<file path="src/rtl/cam_match_encoder.sv">
// cam_match_encoder: captures a CAM match vector and streams matching row indices in ascending order
module cam_match_encoder #(
  parameter int N_ENTRIES = 128,
  parameter int IDX_W = 7
) (
  input  logic                 clk,
  input  logic                 rst,
  input  logic                 match_vld,
  input  logic [N_ENTRIES-1:0] match_vec,
  output logic                 match_rdy,
  output logic                 idx_vld,
  input  logic                 idx_rdy,
  output logic [IDX_W-1:0]     idx,
  output logic                 idx_last,
  output logic                 miss,
  output logic [IDX_W:0]       match_cnt
);
  typedef enum logic [1:0] {IDLE, EMIT, MISS} state_t;
  state_t state_q, state_d;
  logic [N_ENTRIES-1:0] pending_q, pending_d, cleared;
  logic [IDX_W:0] cnt_q, cnt_d, pop;
  logic [IDX_W-1:0] low_idx;
  logic cap, acc;
  always_comb begin
    pop = '0;
    low_idx = '0;
    for (int i = N_ENTRIES - 1; i >= 0; i--) begin
      pop = pop + (IDX_W+1)'(match_vec[i]);
      if (pending_q[i]) low_idx = IDX_W'(i);
    end
  end
  // pending with its lowest set bit removed; zero means the current beat is the last
  assign cleared = pending_q & (pending_q - N_ENTRIES'(1));
  assign match_rdy = state_q == IDLE;
  assign idx_vld = state_q != IDLE;
  assign idx = state_q == EMIT ? low_idx : '0;
  assign idx_last = state_q == MISS || (state_q == EMIT && cleared == '0);
  assign miss = state_q == MISS;
  assign match_cnt = cnt_q;
  assign cap = match_rdy && match_vld;
  assign acc = idx_vld && idx_rdy;
  assign state_d = cap ? (|match_vec ? EMIT : MISS) : (acc && idx_last) ? IDLE : state_q;
  assign pending_d = cap ? match_vec : (acc && state_q == EMIT) ? cleared : pending_q;
  assign cnt_d = cap ? pop : cnt_q;
  always_ff @(posedge clk) begin
    if (rst) begin
      state_q <= IDLE;
      pending_q <= '0;
      cnt_q <= '0;
    end else begin
      state_q <= state_d;
      pending_q <= pending_d;
      cnt_q <= cnt_d;
    end
  end
endmodule
</file>
<file path="config.mk">
export PLATFORM = sky130hd
export DESIGN_NAME = cam_match_encoder
export DESIGN_NICKNAME = d
export VERILOG_FILES = /design/src/rtl/cam_match_encoder.sv
export SDC_FILE = /design/constraint.sdc
export NUM_CORES = 1
export LEC_CHECK = 0
export CORE_AREA = 4 4 122 211
export DETAILED_ROUTE_END_ITERATION = 6
export DIE_AREA = 0 0 126 215
export GPL_TIMING_DRIVEN = 0
export PLACE_DENSITY = 0.77
export SETUP_SLACK_MARGIN = 0.1
export SLEW_MARGIN = 0
export SYNTH_ARGS = -nofsm -noshare
export SYNTH_HDL_FRONTEND = slang
export SYNTH_SLANG_ARGS = --single-unit
</file>
<file path="constraint.sdc">
create_clock -name clk -period 21.7 [get_ports clk]
set_clock_uncertainty 0.15 [all_clocks]
set_input_delay 5.425 -clock clk [delete_from_list [all_inputs] [get_ports clk]]
set_output_delay 5.425 -clock clk [all_outputs]
set_load 0.05 [all_outputs]
</file>
==> qor.yml <==
status:
  status: "finished with violations"
  violations: "max-capacitance violations, max-slew violations"
die:
  die_height_um: 215
  die_area_um2: 27100
  fp.coreArea_um2: 24000
  ios: 151
  start_util_pct: 54.1
  fp-row-count: 75
  dieWidth_um: 126
final_layout:
  diodes: 0
  fillers: 2170
  multiInputGateArea_um2: 8970
  synthToLayoutAreaGrowth_pct: 18.8
  area.sequential_um2: 2760
  final_common_cell: "nor2_1"
  drive_above_1_share_pct: 3.31
  nNetsFinal: 2191
  final_cell_mix: "nor2_1 (228), inv_1 (217), clkdlybuf4s50_1 (149)"
job:
  drv_cap: 2
yosys:
  synthCells: 1750
  yosysWarningCount: 0
  yosysSeqAreaShare_pct: 21.3
  syn_nets: 2023
  async_flop_share_pct: 0
  ys_seq_elements: 138
  synth_area_um2: 13000
  yosysUniqueCellTypes: 67
  ys.flop_type: "dfxtp_1"
  synth-edff-count: 0
  syn_avg_cell_area_um2: 7.42
sta:
  period_share_pct: 60.0
  max_freq_mhz: 76.8
  hold_viol: 0
  max_slew_margin_pct: -8.85
  worst_slack_ps: 8690
  worst_slew_pin_slew_ps: 1610
  slew_viol_final: 4
  rsz0062_at_grt: "no"
  finalCriticalPeriod_ps: 13010
  setup-violations-final: 0
  finalSetupTns_ps: 0
routing:
  wl_per_cell_um: 31.0
  drtAntennaViolNets: 0
  viasPerCell: 7.06
  drt-total-wl_um: 69300
  route.detailed.drc: 0
  drt_iter0_drc: 2458
  firstDrtPassIters: 7
  vias: 15800
global_route:
  overflow: 0
  grt_pass1_vias: 15600
  antenna_found_initial: 1
  grt_max_degree: 17
  grt_pass1_wl_um: 99300
  grt.total_usage_pct: 49.9
cts:
  numCtsBuffers: 17
  tritoncts: "done"
  cts.sinks: 138
  clockBufferDepth: 2
  h-tree-depth: 4
  postCtsSetupBuffers: 0
  postCtsResizedCells: 0
  clk_root_buffer_cell: "clkbuf_16"
  path_clk_slew_ps: 60
  clk_latency_ps: 470
  ctsHoldBuffers: 0
hold_path:
  min_delay_path_depth: 2
  hold_path.class: "flop to flop"
  min-delay-start: "match_cnt[2]$_SDFFE_PP0P_"
  whs_endpoint: "match_cnt[2]$_SDFFE_PP0P_"
worst_setup_path:
  r2r-start: "pending_q[31]$_SDFFE_PP0P_"
  rrSetupSlack_ps: 15730
  r2r_end: "state_q[0]$_SDFFE_PP0P_"
  critPathLaunchType: "primary input"
  crit_path_max_fanout: 3
  required_ps: 21930
  crit_type: "primary input to flop"
  endpoint_kind: "flop"
  cp.arrival_ps: 13240
  r2r_cells: 11
place:
  post-place-ws_ps: 8500
  gp_congestion: 1.13
  io_buffers: 149
  dp_hpwl_um: 53700
-- worst max-delay path, stage by stage --
cell             delay [ps]
clkdlybuf4s50_1         600
inv_1                   110
fa_1                    540
inv_1                    50
fa_1                    470
inv_1                    50
fa_1                    490
fa_1                    450
fa_1                    730
inv_1                   100
fa_1                    490
inv_1                    50
fa_1                    460
fa_1                    540
fa_1                    440
fa_1                    500
inv_1                    40
ha_1                    200
inv_1                    80
fa_1                    210
nor2b_1                  60
o21ai_0                 190
nand2b_1                140
a21o_1                  200
a21oi_1                 170
xnor2_1                 140
nand2_1                  90
a21oi_1                 220
-- per-stage QoR --
step                std cells  area (um^2)  util, %  hold WS (ps)
floorplan                1750        13000        -           333
global placement         2207        14900     61.9           289
detailed placement       2207        14900     61.9           294
CTS                      2239        15400     64.3           301
global route             2239        15400     64.3           321
finish                   2239        15400     64.3           299
-- how the worst max path moves through the flow --
| stage | from | endpoint | slack [ps] | depth (start not counted) |
|---|---|---|---|---|
| 3_3_place_gp | match_vec[49] | match_cnt[7]$_SDFFE_PP0P_ | 8670 | 23 |
| 4_1_cts | match_vec[49] | match_cnt[6]$_SDFFE_PP0P_ | 8860 | 25 |
| 5_1_grt | match_vec[77] | match_cnt[6]$_SDFFE_PP0P_ | 8540 | 28 |
| 3_5_place_dp | match_vec[49] | match_cnt[6]$_SDFFE_PP0P_ | 8500 | 25 |
| 6_report | match_vec[77] | match_cnt[6]$_SDFFE_PP0P_ | 8690 | 28 |
| 2_1_floorplan | match_vec[77] | match_cnt[7]$_SDFFE_PP0P_ | 9670 | 24 |
-- sequential cells by signal, indices dropped and copies added, names as in the netlist --
register,count
match_cnt,8
state_q,2
pending_q,128
-- cell families after synthesis --
group / share of synthesized area [%]
AO/OA/AOI/OAI: 23.8
XOR/XNOR: 0.337
adder cells (fa/ha/maj): 20.5
buffers and inverters: 9.73
flip-flops: 21.3
AND/OR/NAND/NOR: 24.4
-- Yosys cell counts, types with 16 or more instances --
cell | instances | share of area, %
nor4_1 | 88 | 4.2
o31ai_1 | 16 | 0.92
a22oi_1 | 87 | 5.0
nand4_1 | 25 | 1.2
nand2_1 | 143 | 4.1
nor3_1 | 49 | 1.9
a21oi_1 | 108 | 4.2
ha_1 | 26 | 2.5
nor2_1 | 228 | 6.6
nand3_1 | 17 | 0.65
o21ai_0 | 140 | 5.4
clkbuf_1 | 105 | 3.0
dfxtp_1 | 138 | 21
inv_1 | 217 | 6.3
fa_1 | 115 | 18
or4_1 | 26 | 1.5
-- area by class of cell --
cell class | count | area share [%]
multi-input cells | 1278 | 58.1
clock inverters | 10 | 0.608
inverters | 217 | 5.28
clock buffers | 22 | 3.07
flip-flops and latches | 138 | 17.9
well taps | 308 | 2.50
repair buffers | 149 | 9.66
plain buffers | 117 | 2.91
-- metal layers --
metal  track usage, %  vias up  wire length [um]
met2             76.5     1466             30400
li1                 -     6508                 -
met4             48.6        0              9130
met3             15.1      511              8860
met5                0        -                 0
met1             53.4     7332             20900
Power is not shown: default switching activity piles up to over one toggle a cycle in this logic, so the estimate is an artifact.
